<file path="src/rtl/pixel_adc_readout.sv">
// pixel_adc_readout: ramp-ADC conversion over a 2-row pixel array with row-wise valid/ready readout
module pixel_adc_readout #(
  parameter int W = 8,
  parameter int PIX_PER_ROW = 2,
  localparam int NPIX = 2 * PIX_PER_ROW,
  localparam int IW = (NPIX > 1) ? $clog2(NPIX) : 1
) (
  input  logic            clk,
  input  logic            RESET,
  input  logic            Erase,
  input  logic            Expose,
  input  logic            ADC,
  input  logic            NRE_1,
  input  logic            NRE_2,
  input  logic [NPIX-1:0] cmp,
  output logic [W-1:0]    ramp_code,
  output logic [W-1:0]    data_out,
  output logic [IW-1:0]   pix_idx,
  output logic            data_valid,
  input  logic            data_ready,
  output logic [NPIX-1:0] sat,
  output logic            rd_err
);
  typedef enum logic [1:0] {IDLE, CONVERT, READY, STREAM} state_t;
  localparam logic [W-1:0] MAX = '1;
  localparam logic [IW-1:0] LAST1 = IW'(PIX_PER_ROW - 1);
  localparam logic [IW-1:0] LAST2 = IW'(NPIX - 1);
  localparam logic [IW-1:0] FIRST2 = IW'(PIX_PER_ROW);
  state_t state_q, state_d;
  logic [W-1:0] ramp_q, ramp_d, dout_q, dout_d;
  logic [W-1:0] pix_q [NPIX];
  logic [W-1:0] pix_d [NPIX];
  logic [NPIX-1:0] lat_q, lat_d, sat_q, sat_d;
  logic [IW-1:0] idx_q, idx_d;
  logic valid_q, valid_d, rd_err_q, rd_err_d;
  logic pend1_q, pend1_d, pend2_q, pend2_d, nre1_q, nre2_q;
  logic fall1, fall2, xfer, expose_unused;
  assign expose_unused = Expose;
  assign fall1 = nre1_q & ~NRE_1;
  assign fall2 = nre2_q & ~NRE_2;
  assign xfer = valid_q & data_ready;
  always_comb begin
    state_d = state_q;
    ramp_d = ramp_q;
    dout_d = dout_q;
    pix_d = pix_q;
    lat_d = lat_q;
    sat_d = sat_q;
    idx_d = idx_q;
    valid_d = valid_q;
    rd_err_d = rd_err_q | ((fall1 | fall2) & ADC);
    // a clear on a row's last transfer loses to a same-cycle re-request, so repeats queue up
    pend1_d = (pend1_q & ~(state_q == STREAM && xfer && idx_q == LAST1)) | (fall1 & ~ADC);
    pend2_d = (pend2_q & ~(state_q == STREAM && xfer && idx_q == LAST2)) | (fall2 & ~ADC);
    case (state_q)
      IDLE: begin
        ramp_d = '0;
        if (Erase) begin
          for (int i = 0; i < NPIX; i++) pix_d[i] = '0;
          lat_d = '0;
          sat_d = '0;
          rd_err_d = 1'b0;
        end else if (ADC) begin
          state_d = CONVERT;
          lat_d = '0;
          sat_d = '0;
        end
      end
      CONVERT: begin
        if (Erase) begin
          for (int i = 0; i < NPIX; i++) pix_d[i] = '0;
          lat_d = '0;
          sat_d = '0;
          rd_err_d = 1'b0;
          ramp_d = '0;
          state_d = IDLE;
        end else if (ADC) begin
          for (int i = 0; i < NPIX; i++)
            if (!lat_q[i] && cmp[i]) begin
              pix_d[i] = ramp_q;
              lat_d[i] = 1'b1;
            end
          ramp_d = (ramp_q == MAX) ? MAX : ramp_q + 1'b1;
        end else begin
          for (int i = 0; i < NPIX; i++)
            if (!lat_q[i]) begin
              pix_d[i] = MAX;
              sat_d[i] = 1'b1;
            end
          ramp_d = '0;
          state_d = READY;
        end
      end
      READY: begin
        if (pend1_q || pend2_q) state_d = STREAM;
        else if (ADC) begin
          state_d = CONVERT;
          lat_d = '0;
          sat_d = '0;
        end
      end
      STREAM: begin
        if (!valid_q || (xfer && (idx_q == LAST1 || idx_q == LAST2))) begin
          valid_d = pend1_d | pend2_d;
          idx_d = pend1_d ? '0 : FIRST2;
          dout_d = valid_d ? pix_q[idx_d] : dout_q;
          idx_d = valid_d ? idx_d : idx_q;
          state_d = valid_d ? STREAM : READY;
        end else if (xfer) begin
          idx_d = idx_q + 1'b1;
          dout_d = pix_q[idx_d];
        end
      end
      default: state_d = IDLE;
    endcase
  end
  always_ff @(posedge clk or posedge RESET) begin
    if (RESET) begin
      state_q <= IDLE;
      ramp_q <= '0;
      dout_q <= '0;
      for (int i = 0; i < NPIX; i++) pix_q[i] <= '0;
      lat_q <= '0;
      sat_q <= '0;
      idx_q <= '0;
      valid_q <= 1'b0;
      rd_err_q <= 1'b0;
      pend1_q <= 1'b0;
      pend2_q <= 1'b0;
      nre1_q <= 1'b1;
      nre2_q <= 1'b1;
    end else begin
      state_q <= state_d;
      ramp_q <= ramp_d;
      dout_q <= dout_d;
      pix_q <= pix_d;
      lat_q <= lat_d;
      sat_q <= sat_d;
      idx_q <= idx_d;
      valid_q <= valid_d;
      rd_err_q <= rd_err_d;
      pend1_q <= pend1_d;
      pend2_q <= pend2_d;
      nre1_q <= NRE_1;
      nre2_q <= NRE_2;
    end
  end
  assign ramp_code = ramp_q;
  assign data_out = dout_q;
  assign pix_idx = idx_q;
  assign data_valid = valid_q;
  assign sat = sat_q;
  assign rd_err = rd_err_q;
endmodule

</file>
<file path="config.mk">
export PLATFORM = sky130hd
export DESIGN_NAME = pixel_adc_readout
export DESIGN_NICKNAME = d
export VERILOG_FILES = /design/src/rtl/pixel_adc_readout.sv
export SDC_FILE = /design/constraint.sdc
export NUM_CORES = 1
export LEC_CHECK = 0
export CORE_MARGIN = 8
export CORE_UTILIZATION = 51
export CTS_CLUSTER_SIZE = 25
export DETAILED_ROUTE_END_ITERATION = 7
export PLACE_DENSITY = 0.76
export SLEW_MARGIN = 20
export SYNTH_ARGS = -nofsm -noshare
export SYNTH_HDL_FRONTEND = slang
export SYNTH_SLANG_ARGS = --single-unit
</file>
<file path="constraint.sdc">
create_clock -name clk -period 2 [get_ports clk]
set_input_delay 0.4 -clock clk [delete_from_list [all_inputs] [get_ports clk]]
set_output_delay 0.4 -clock clk [all_outputs]
set_load 0.01 [all_outputs]
</file>
# Yosys cells after proc, flatten, opt, wreduce, memory -nomap -nowiden
# Cells that the tools add are included.
word_totals:
  regBits: 66
  latchBits: 0
  mem_bits_rw: 0
  rom_bits: 0
  inputBits: 12
  output_inout_bits: 24
  wordCells: 170
  memories: 0
op_classes:
  addsub: 2
  mul: 0
  div_mod_pow: 0
  order_cmp: 2
  eq_ne: 29
  shift: 0
  n_mux: 59
  bitwise: 20
  reduce_logical: 36
op_table:
  columns: ["op", "count"]
  rows:
  - ["8-bit 2-to-1 mux", 18]
  - ["32-bit 2-to-1 mux", 3]
  - ["32-bit case mux with 2 select lines", 1]
  - ["4-bit AND reduction", 12]
  - ["4-bit 2-to-1 mux", 10]
  - ["8-bit binary-select mux with 2-bit select", 2]
  - ["4-bit != test, second input constant", 8]
  - ["3-bit != test, second input constant", 10]
  - ["4-bit case mux with 3 select lines", 2]
  - ["2-bit 2-to-1 mux", 10]
  - ["8-bit case mux with 2 select lines", 1]
  - ["1-bit 2-to-1 mux", 11]
  - ["8-bit by 1-bit adder with 8-bit output, second input constant", 1]
  - ["1-bit bitwise AND", 8]
  - ["8-bit == test, second input constant", 1]
  - ["1-bit logical AND", 8]
  - ["2-bit case mux with 4 select lines", 1]
  - ["2-bit == test, second input constant", 3]
  - ["3-bit >= comparator, second input constant", 2]
  - ["2-bit != test, second input constant", 3]
  - ["2-bit NOT with 3-bit output", 2]
  - ["3-bit AND reduction", 2]
  - ["1-bit zero test", 5]
  - ["1-bit NOT", 5]
  - ["other kinds (10)", 19]

# Longest topological paths before layout
# Gate-level depths: netlist of the first run.
logic_depth:
  ltp_word: 13
  depth_mapped: 8
  ltp_nobuf: 7

# Worst setup path after synthesis of the first run
# OpenSTA, ideal clock, no wires.
synth_path:
  path_kind: "reg2reg"
  from: "register idx_q[1] (netlist: pix_idx[1])"
  to: "register dout_q[5] (netlist: data_out[5])"
  setup_time_ns: 0.125
  arrival_time_ns: 2.012
  required_ns: 1.875
  slack_ns: -0.136
  path_stages_with_launch: 8
  path_buffers: 1
  synth_period_minus_slack_ns: 2.136
  path_cell_list: "dfrtp_1 inv_1 ha_1 clkbuf_1 mux4_2 nor2_1 a21oi_1 mux2_2"
synth_between:
  elab_chain_cells: 12
  word_cells_on_any_way: 30
  cone_classes: "add/sub (1); eq/ne (3); mux (10); bitwise (9); reduce/logical (7)"
synth_lines:
  columns: ["item", "line", "text"]
  rows:
  - ["from (decl)", "34", "logic [IW-1:0] idx_q, idx_d;"]
  - ["from (signal assigned)", "139", "idx_q <= idx_d;"]
  - ["2-bit by 1-bit == test with 1-bit output", "53, 103", null]
  - ["1-bit logical AND", "53", "pend1_d = (pend1_q & ~(state_q == STREAM && xfer && idx_q == LAST1)) | (fall1 & ~ADC);"]
  - ["1-bit NOT", "53", null]
  - ["1-bit bitwise AND", "53", null]
  - ["1-bit OR", "53", null]
  - ["2-bit 2-to-1 mux", "105", "idx_d = pend1_d ? '0 : FIRST2;"]
  - ["2-bit NOT with 3-bit output (not written as such)", "106", "dout_d = valid_d ? pix_q[idx_d] : dout_q;"]
  - ["8-bit binary-select mux with 2-bit select", "106", null]
  - ["8-bit 2-to-1 mux (not written as such) (2 in series)", "106", null]
  - ["8-bit 2-to-1 mux", "106", null]
  - ["8-bit 2-to-1 mux", "103", "if (!valid_q || (xfer && (idx_q == LAST1 || idx_q == LAST2))) begin"]
  - ["to (signal assigned)", "135", "dout_q <= dout_d;"]
  - ["to (decl)", "30", "logic [W-1:0] ramp_q, ramp_d, dout_q, dout_d;"]
# Parallel ways exist; a longest one is shown, timed or not. The select of a mux whose other input is x is not followed.
# A chain may end at the register's enable or synchronous reset.

# Worst setup path in the final report of the first run
layout_path:
  from: "register idx_q[1] (netlist: pix_idx[1])"
  to: "register dout_q[7] (netlist: data_out[7])"
layout_between:
  word_cells_on_any_way: 30
  cone_classes: "add/sub (1); eq/ne (3); mux (10); bitwise (9); reduce/logical (7)"
layout_rtl:
  columns: ["item", "line", "text"]
  rows:
  - ["2-bit == test", "54", "pend2_d = (pend2_q & ~(state_q == STREAM && xfer && idx_q == LAST2)) | (fall2 & ~ADC);"]
  - ["1-bit logical AND", "54", null]
  - ["1-bit NOT", "54", null]
  - ["1-bit bitwise AND", "54", null]
  - ["1-bit OR", "54", null]
  - ["named net pend2_d", "36", "logic pend1_q, pend1_d, pend2_q, pend2_d, nre1_q, nre2_q;"]
  - ["1-bit OR", "104", "valid_d = pend1_d | pend2_d;"]
  - ["2-bit by 1-bit != test with 1-bit output (no source line)", null, null]
  - ["3-bit AND reduction (no source line)", null, null]
# The timed path passes the listed nets, and every way through them passes these cells. The select of a mux whose other input is x is not followed.

==> key figures, run 1 <==
Synthesis
  • Post-synth EDFFs: 0
  • Synth unique cells: 43
  • Synthesized area: 3360 sq um
  • Post-Syn Area per Cell: 11.5 sq um
  • Synth top area share: 47.7%
  • Syn nets: 312
  • Prevailing post-synth register cell: dfrtp_1
  • Count leader, synth: dfrtp_1
  • Commonest cells post-synth: 64 x dfrtp_1, 41 x mux2_2, 26 x a21oi_1
  • Largest cells by area after synthesis: dfrtp_1 48%, mux2_2 14%, mux4_2 5.4%, a21oi_1 3.9%, ha_1 3.0%
  • Synth Instances: 292
  • Synth area leader: dfrtp_1
  • Post-synth ARST share: 100%
  • Seq/Total Area, Yosys: about half
  • Seq cells post-synth: 66
  • Yosys warns: 0

Die
  • Die height: 97.2 um
  • Die area: around 9400 sq um
  • Core ar.: 6350 sq um
  • Initial Util: 52.9%
  • Die Wd: 97.2 um
  • Top Ports: 36
  • # rows: 29

Setup path
  • Crit path kind: flop to flop
  • Worst Path Required: between 2000 and 2500 ps
  • Startpoint types: flop
  • Crit path DAT: 2290 ps
  • Crit-path cells: buf_4 -> ha_4 -> nand4_1 -> a32o_2 -> or2_4 -> a31oi_4 -> buf_6 -> mux2_4
  • Worst Path Buf+Inv: 2
  • Endpoint class of the critical path: flop
  • Delay-heaviest family, CP: compound AO/OA/AOI/OAI gates
  • Slowest-stage cell, CP: dfrtp_1
  • Worst path max stage delay: 370 ps
  • Critical path peak fanout: 5

Place
  • Post-DP HPWL: ~5700 um
  • GPL Wtd Cong: 0.846
  • Dpl ws: -375 ps
  • I/O Buffers: 34

Global routing
  • GRT Total Usage: 18.1%
  • Largest net degree at the start of global routing: 25
  • Initial antenna violation count: 0
  • GRT overflow: 0
  • First-pass GRT wire length: approximately 14000 um
  • Vias in the first global route: 2724

Detailed routing
  • Routed vias: 2694
  • ANT nets after route: 0
  • TritonRoute pass-1 iters: 5
  • DRC Markers: 0
  • Starting DRT DRC Count: approximately 110
  • Vias/cell: 6.01
  • Post-DR wirelength/cell: 18.9 um
  • Final wirelength: 8490 um

Clocking
  • Hold buffers post-CTS: 0
  • Clk Latency, worst-skew pair: 350 ps
  • CTS clk-pin slew, worst paths: 80 ps
  • Clk buf depth: 2
  • CTS tree: done
  • Htree depth: 3
  • Root Driver: clkbuf_8
  • CTS Sinks: 66
  • Inserted Clock Buffers: 9

Pwr
  • Worst IR drop on VDD: 0.00123 V
  • Tot Pwr: 7020 uW
  • Power per cell area: 1580 nW/um^2
  • P_leak: 0.00206 uW

Layout
  • Area Overhead vs Synth: 32.4%
  • Filler cell count in the final layout: ~450
  • Nets: 386
  • Layout cells sized above 1: 32.6%
  • # diodes: 0

Timing
  • Max-slew violation count: 0
  • Fmax: 485 MHz
  • RSZ-0062 raised after global routing: yes
  • Final min period: just over 2000 ps
  • Post-route setup TNS: -336 ps
  • Final Cycle Share: 103%
  • Worst relative slew slack: 67.4%
  • Final Hold Vio Count: 0
  • Clk_skew: 9.84 ps
  • Final setup margin: -63.6 ps
  • Final Hold Slack: about 430 ps
  • Least-Margin Pin Slew: 488 ps
  • Final setup fails: 8

Flow run
  • Max-cap violations: 0

Run status
  • Outcome: complete, but fails checks
  • Failing checks: setup timing

Min path
  • Min-delay worst type: primary input to asynchronous set/reset pin
## cell families after synthesis
logic type,count (synthesis),synth area share [%]
compound gates,78,15.3
fa+ha+maj,8,2.98
buf+inv,27,3.20
flops,66,49.2
mux,57,21.5
simple gates,56,7.86
## area by class of cell
cell class	count	area (sq um)	area share (%)
Multi-Input combinational cell	199	1700	38.3
Sequential cell	66	1650	37.2
Timing Repair Buffer	74	697	15.7
Clock buffer	11	131	2.95
Clock inverter	5	103	2.31
Tap cell	77	96.3	2.17
Inverter	16	63.8	1.43
## layout by cell type (no fill, tap or decap), types with 9 or more instances in the layout
cell type,n
clkdlybuf4s50_1,34
nor2_1,20
o21ai_0,15
inv_1,13
clkbuf_8,9
buf_4,32
mux2_2,33
nand2_1,10
dfrtp_1,64
a21oi_1,26
## power breakdown
group	switching, uW	internal, uW
clock	521	827
combinational	1660	1930
sequential	307	1770
total	2490	4530
## state kept, by name (all words and copies together), names as in the netlist, 2 cells and up
signal	count
ramp_code	8
pix_q	32
sat	4
data_out	8
lat_q	4
state_q	2
pix_idx	2
## final timing paths
check | from | to | slack [ps] | cells past startpoint
max in group asynchronous | RESET | lat_q[3] | 1080 | 3
worst max register to register | pix_idx[1] | data_out[7] | -60 | 8
worst min-delay path | RESET | pix_q[6] | 430 | 2
min in group clk | NRE_2 | nre2_q | 500 | 1
worst max-delay path | pix_idx[1] | data_out[7] | -60 | 8
worst min register to register | pix_q[16] | pix_q[16] | 500 | 1
## stage by stage
stage | util [%] | cells | area (sq um)
after global placement | 64.0 | 427 | 4070
after global routing | 70.1 | 448 | 4450
final | 70.1 | 448 | 4450
after detailed placement | 64.0 | 427 | 4070
after CTS | 69.3 | 447 | 4400
after floorplan | - | 292 | 3370
## what timing repair did
action / 4_1_cts / 5_1_grt
cloned: 1 / 0
endpoints found under the setup margin: 8 / 53
setup buffers: 3 / 3
pin swaps: 0 / 7
resized for setup: 11 / 20
## per-layer routing
| metal | track usage, % | routed length (um) | vias up |
|---|---|---|---|
| met5 | 0 | 0 | - |
| met4 | 7.81 | 160 | 0 |
| met3 | 3.56 | 516 | 17 |
| met2 | 29.2 | 4280 | 104 |
| met1 | 22.9 | 3530 | 1348 |
| li1 | - | - | 1225 |
(Power assumes the default switching activity.)
==> run 2: changes to the inputs <==
--- a/config.mk
+++ b/config.mk
@@ -5,11 +5,14 @@
 export SDC_FILE = /design/constraint.sdc
 export NUM_CORES = 1
 export LEC_CHECK = 0
+export CAP_MARGIN = 20
+export CELL_PAD_IN_SITES_DETAIL_PLACEMENT = 1
+export CELL_PAD_IN_SITES_GLOBAL_PLACEMENT = 1
 export CORE_MARGIN = 8
-export CORE_UTILIZATION = 51
+export CORE_UTILIZATION = 41
 export CTS_CLUSTER_SIZE = 25
 export DETAILED_ROUTE_END_ITERATION = 7
-export PLACE_DENSITY = 0.76
+export PLACE_DENSITY_LB_ADDON = 0.1
 export SLEW_MARGIN = 20
 export SYNTH_ARGS = -nofsm -noshare
 export SYNTH_HDL_FRONTEND = slang
==> run 2 against run 1 <==
  * The flow still finishes with violations (setup timing)
  * Clock power shrank 29%
  * Combinational power down 1%
  * First-iteration DRC count is 9.2% lower
  * Core utilization fell by 16 points
==> key figures, run 2 (same netlist as run 1, synthesis figures left out) <==
Detailed routing
  • Starting DRT DRC Count: 99 (was 109)
  • Final wirelength: 8800 um (was 8490 um)
  • ANT nets after route: 0 (unchanged)
  • Routed vias: 2618 (was 2694)
  • DRC Markers: 0 (unchanged)
  • Post-DR wirelength/cell: 18.6 um (was 18.9 um)
  • Vias/cell: 5.52 (was 6.01)
  • TritonRoute pass-1 iters: 4 (was 5)

Layout
  • Largest register by flop count: pix_q (unchanged)
  • Final instance area: 4380 sq um (was 4450 sq um)
  • Layout cells sized above 1: 33.1% (was 32.6%)
  • Nets: 385 (was 386)
  • Most frequent cells in the layout: 62 x dfrtp_1, 37 x mux2_2, 34 x clkdlybuf4s50_1, 34 x buf_4, 26 x a21oi_1 (was 64 x dfrtp_1, 34 x clkdlybuf4s50_1, 33 x mux2_2)
  • Max reg flops: 32 (unchanged)
  • # diodes: 0 (unchanged)
  • Most common cell after layout, fill and taps aside: dfrtp_1 (unchanged)
  • Final Util: 54.1% (was 70.1%)
  • Area Overhead vs Synth: 30.2% (was 32.4%)

Setup path
  • Crit path capture: data_out[7] (unchanged)
  • Delay-heaviest family, CP: buffers and inverters (was compound AO/OA/AOI/OAI gates)
  • Crit path DAT: 2230 ps (was 2290 ps)
  • Slowest-stage cell, CP: clkdlybuf4s50_1 (was dfrtp_1)
  • Worst Path Buf+Inv: 2 (unchanged)
  • Reg2Reg Capture Point: data_out[7] (unchanged)
  • Worst path max stage delay: 530 ps (was 370 ps)
  • WP depth: 7 (was 8)
  • Crit path kind: primary input to flop (was flop to flop)
  • Reg2reg path depth: 7 (was 8)
  • Worst Path Required: 2230 ps (was 2220 ps)
  • Endpoint class of the critical path: flop (unchanged)
  • Setup crit start: data_ready (was pix_idx[1])
  • Worst R2R Start: pix_idx[0] (was pix_idx[1])
  • Critical path peak fanout: 9 (was 5)
  • Crit-path cells: clkdlybuf4s50_1 -> nand3_2 -> a211o_1 -> or2_4 -> a31oi_4 -> buf_12 -> mux2_2 (was buf_4 -> ha_4 -> nand4_1 -> a32o_2 -> or2_4 -> a31oi_4 -> buf_6 -> mux2_4)
  • Startpoint types: primary input (was flop)
  • Internal reg-to-reg setup slack: 10 ps (was -60 ps)

Place
  • Placed inst area: 4110 sq um (was 4070 sq um)
  • Post-DP HPWL: 6300 um (was 5660 um)
  • GPL Wtd Cong: 0.795 (was 0.846)
  • I/O Buffers: 34 (unchanged)

Timing
  • Worst relative slew slack: 71.2% (was 67.4%)
  • Final setup fails: 4 (was 8)
  • RSZ-0062 raised after global routing: yes (unchanged)
  • Post-route setup TNS: -20.5 ps (was -336 ps)
  • Final min period: 2010 ps (was 2060 ps)
  • Final Cycle Share: 100% (was 103%)
  • Least-Margin Pin Slew: 432 ps (was 488 ps)
  • Final setup margin: -5.98 ps (was -63.6 ps)
  • Final Hold Vio Count: 0 (unchanged)
  • Max-slew violation count: 0 (unchanged)
  • Fmax: 499 MHz (was 485 MHz)
  • Clk_skew: 8.95 ps (was 9.84 ps)

Global routing
  • GRT Total Usage: 16.3% (was 18.1%)
  • Vias in the first global route: 2760 (was 2724)
  • First-pass GRT wire length: 14400 um (was 14000 um)
  • Largest net degree at the start of global routing: 31 (was 25)
  • Initial antenna violation count: 0 (unchanged)
  • GRT overflow: 0 (unchanged)

Die
  • Initial Util: 41.5% (was 52.9%)
  • Die height: 107 um (was 97.2 um)
  • Die area: 11300 sq um (was 9440 sq um)
  • # rows: 33 (was 29)
  • Top Ports: 36 (unchanged)
  • Core ar.: 8090 sq um (was 6350 sq um)
  • Die Wd: 107 um (was 97.2 um)

Clocking
  • CTS tree: done (unchanged)
  • Htree depth: 3 (unchanged)
  • Clk Latency, worst-skew pair: 350 ps (about the same)
  • CTS Sinks: 66 (unchanged)
  • Root Driver: clkbuf_8 (unchanged)
  • CTS clk-pin slew, worst paths: 80 ps (about the same)
  • Clk buf depth: 2 (unchanged)
  • Inserted Clock Buffers: 9 (unchanged)

Run status
  • Failing checks: setup timing (unchanged)
  • Outcome: complete, but fails checks (unchanged)

Pwr
  • Worst IR drop on VDD: 0.000630 V (was 0.00123 V)
  • Power per cell area: 1500 nW/um^2 (was 1580 nW/um^2)
  • P_leak: 0.00201 uW (was 0.00206 uW)

Min path
  • Min-delay worst type: primary input to asynchronous set/reset pin (unchanged)

Flow run
  • Max-cap violations: 0 (unchanged)
run 2: cell types whose count changed in the layout (fill, tap and decap cells not counted), sizes merged:
cell      before  now
buf           40   39
bufinv         3    0
clkbuf        11    9
clkinvlp       2    3
clkinv         2    5
run 2: worst reg2reg max path: cells and delay by family, from the launching register on:
kind,cells,cell delay (ps)
multiplexers,1,330
buffers and inverters,1,160
adder cells (fa/ha/maj),1,160
AO/OA/AOI/OAI,2,420
flip-flops,1,430
AND/OR/NAND/NOR,2,380
run 2: worst min-delay path by stage:
stage	startpoint	end	slack, ps	depth (start not counted)
2_1_floorplan	NRE_1	nre1_q	400	0
3_3_place_gp	pix_q[23]	pix_q[23]	490	1
3_5_place_dp	pix_q[17]	pix_q[17]	490	1
4_1_cts	RESET	lat_q[2]	400	2
5_1_grt	RESET	lat_q[2]	420	2
6_report	RESET	lat_q[2]	410	2
run 2: final cells by class:
type / instances / area [sq um]
inverters: 16 / 63.8
multi-input cells: 199 / 1670
clock buffers: 9 / 124
repair buffers: 73 / 696
flip-flops and latches: 66 / 1660
well taps: 105 / 131
clock inverters: 6 / 35.0
fillers: 872 / 3720
run 2: power by group:
part | switching [uW] | internal, uW | leakage [uW]
clock network | 519 | 433 | 0.0000806
logic | 1640 | 1900 | 0.00105
registers | 306 | 1780 | 0.000872
run 2: metrics by stage:
step | hold slack (ps) | setup slack (ps) | std cells | power (uW)
after CTS | 397 | -18.5 | 472 | 6460
after detailed placement | 492 | -360 | 455 | 5440
after global placement | 487 | -318 | 455 | 5330
final | 406 | -5.98 | 474 | 6580
after global routing | 424 | -68.2 | 474 | 7020
after floorplan | 404 | -70.7 | 292 | 3990
run 2: metal layers:
| metal | global-route usage [%] | up-vias | wire length [um] |
|---|---|---|---|
| li1 | - | 1221 | - |
| met1 | 21.1 | 1351 | 4240 |
| met2 | 26.1 | 36 | 4160 |
| met3 | 3.21 | 10 | 281 |
| met4 | 6.63 | 0 | 124 |
| met5 | 0 | - | 0 |
run 2: timing repair:
item / in CTS / in global routing
setup endpoints to repair: 17 / 26
hold buffers: 0 / 0
buffers inserted: 2 / 2
pin swaps: 0 / 2
resized for setup: 6 / 16
==> run 3: changes to the inputs <==
--- a/config.mk
+++ b/config.mk
@@ -8,7 +8,7 @@
 export CAP_MARGIN = 20
 export CELL_PAD_IN_SITES_DETAIL_PLACEMENT = 1
 export CELL_PAD_IN_SITES_GLOBAL_PLACEMENT = 1
-export CORE_MARGIN = 8
+export CORE_MARGIN = 2
 export CORE_UTILIZATION = 41
 export CTS_CLUSTER_SIZE = 25
 export DETAILED_ROUTE_END_ITERATION = 7
==> run 3 against run 2 <==
  * The flow still finishes with violations (setup timing)
  * Power rose by 2.4%
  * Critical path depth did not move
  * Clock power up 29%
  * Final cell count fell by 0.63%
  * Global-route usage grew 5.6 points
  * Fmax down 0.57%
  * Count of clock-buffer cells in the layout rose by 2
  * Highest routed layer unchanged
  * Register-to-register slack lost 30 ps
  * Sequential share of layout area is 0.11 points lower
  * Largest power group unchanged
  * Critical path type unchanged
==> key figures, run 3 (same netlist as run 1, synthesis figures left out) <==
Layout
  • Final Util: 54.2% (was 54.1%)
  • # diodes: 0 (unchanged)
  • Final instance area: 4380 sq um (about the same)
  • Nets: 381 (was 385)
  • Most frequent cells in the layout: 64 x dfrtp_1, 41 x mux2_2, 34 x clkdlybuf4s50_1 (was 62 x dfrtp_1, 37 x mux2_2, 34 x clkdlybuf4s50_1, 34 x buf_4, 26 x a21oi_1)
  • Area Overhead vs Synth: 30.4% (was 30.2%)
  • Filler cell count in the final layout: 887 (was 872)
  • Layout cells sized above 1: 32.0% (was 33.1%)
  • Most common cell after layout, fill and taps aside: dfrtp_1 (unchanged)
  • Largest register by flop count: pix_q (unchanged)
  • Max reg flops: 32 (unchanged)

Detailed routing
  • ANT nets after route: 0 (unchanged)
  • TritonRoute pass-1 iters: 4 (unchanged)
  • Final wirelength: 8780 um (was 8800 um)
  • Post-DR wirelength/cell: 18.6 um (about the same)
  • Vias/cell: 5.62 (was 5.52)
  • Routed vias: 2648 (was 2618)
  • Starting DRT DRC Count: 155 (was 99)
  • DRC Markers: 0 (unchanged)

Die
  • # rows: 33 (unchanged)
  • Die area: 8940 sq um (was 11300 sq um)
  • Die height: 94.5 um (was 107 um)
  • Initial Util: 41.5% (unchanged)
  • Core ar.: 8090 sq um (unchanged)
  • Die Wd: 94.5 um (was 107 um)
  • Top Ports: 36 (unchanged)

Timing
  • Final Hold Slack: 438 ps (was 406 ps)
  • Clk_skew: 6.84 ps (was 8.95 ps)
  • Least-Margin Pin Slew: 504 ps (was 432 ps)
  • Final Hold Vio Count: 0 (unchanged)
  • Worst relative slew slack: 66.4% (was 71.2%)
  • Final setup fails: 7 (was 4)
  • RSZ-0062 raised after global routing: yes (unchanged)
  • Fmax: 496 MHz (was 499 MHz)
  • Final setup margin: -17.6 ps (was -5.98 ps)
  • Final Cycle Share: 101% (was 100%)
  • Max-slew violation count: 0 (unchanged)
  • Final min period: 2020 ps (was 2010 ps)

Global routing
  • GRT overflow: 0 (unchanged)
  • Initial antenna violation count: 0 (unchanged)
  • Largest net degree at the start of global routing: 34 (was 31)
  • Vias in the first global route: 2856 (was 2760)
  • GRT Total Usage: 21.8% (was 16.3%)
  • First-pass GRT wire length: 14800 um (was 14400 um)

Pwr
  • Power per cell area: 1540 nW/um^2 (was 1500 nW/um^2)
  • Worst IR drop on VDD: 0.000582 V (was 0.000630 V)
  • P_leak: 0.00200 uW (was 0.00201 uW)
  • Tot Pwr: 6730 uW (was 6580 uW)

Clocking
  • CTS Sinks: 66 (unchanged)
  • CTS tree: done (unchanged)
  • Clk buf depth: 2 (unchanged)
  • Inserted Clock Buffers: 9 (unchanged)
  • Htree depth: 3 (unchanged)
  • Root Driver: clkbuf_8 (unchanged)
  • Clk Latency, worst-skew pair: 350 ps (about the same)
  • CTS clk-pin slew, worst paths: 70 ps (was 80 ps)

Flow run
  • Max-cap violations: 0 (unchanged)

Run status
  • Failing checks: setup timing (unchanged)
  • Outcome: complete, but fails checks (unchanged)

Setup path
  • Worst Path Required: 2230 ps (about the same)
  • Critical path peak fanout: 9 (unchanged)
  • Endpoint class of the critical path: flop (unchanged)
  • Crit path kind: primary input to flop (unchanged)
  • Startpoint types: primary input (unchanged)
  • Crit path DAT: 2250 ps (was 2230 ps)

Place
  • I/O Buffers: 34 (unchanged)
  • Placed inst area: 4090 sq um (was 4110 sq um)
  • GPL Wtd Cong: 0.768 (was 0.795)
  • Post-DP HPWL: 6230 um (was 6300 um)

Min path
  • Min-delay worst type: primary input to asynchronous set/reset pin (unchanged)
-- run 3: area by class of cell --
| cell class | instances | area (sq um) | area share [%] |
|---|---|---|---|
| inverters | 16 | 63.8 | 1.46 |
| flip-flops and latches | 66 | 1650 | 37.7 |
| repair buffers | 69 | 666 | 15.2 |
| clock buffers | 11 | 131 | 3.00 |
| clock inverters | 5 | 78.8 | 1.80 |
| well taps | 105 | 131 | 3.00 |
| multi-input cells | 199 | 1660 | 37.8 |
-- run 3: critical path, stage by stage --
cell and delay [ps]:
clkdlybuf4s50_1 500, nand3_1 110, a211o_1 330, or2_4 250, a31oi_4 160, buf_12 150, mux2_2 340
-- run 3: final timing paths --
path,slack (ps),startpoint,end,depth (start not counted)
max,-20,data_ready,data_out[0],7
max in group asynchronous,1040,RESET,pix_q[24],3
max reg2reg,-20,pix_idx[0],data_out[0],7
min,440,RESET,ramp_code[6],2
min in group clk,500,NRE_2,nre2_q,1
min reg2reg,510,pix_q[6],pix_q[6],1
-- run 3: stage by stage --
stage	TNS, ps	instances	setup WS [ps]
after floorplan	-565	292	-70.7
after global placement	-5520	452	-315
after detailed placement	-6100	452	-372
after CTS	-154	470	-23.9
after global routing	-971	471	-131
final	-70.7	471	-17.6
-- run 3: where the power goes --
part	internal (uW)	switching, uW
sequential	1770	307
combinational	1820	1600
clock	701	528
total	4300	2440
-- run 3: timing repair --
| action | 4_1_cts | 5_1_grt |
|---|---|---|
| hold buffers | 0 | 0 |
| pin swaps | 0 | 0 |
| buffers inserted | 2 | 1 |
| endpoints found under the setup margin | 8 | 37 |
| resized for setup | 4 | 13 |
-- run 3: layer usage --
metal | vias up | global-route usage [%] | wire (um)
met5 | - | 0 | 0
met1 | 1393 | 30.0 | 4060
met4 | 0 | 5.43 | 102
met3 | 8 | 4.23 | 215
met2 | 32 | 35.9 | 4400
li1 | 1215 | - | -
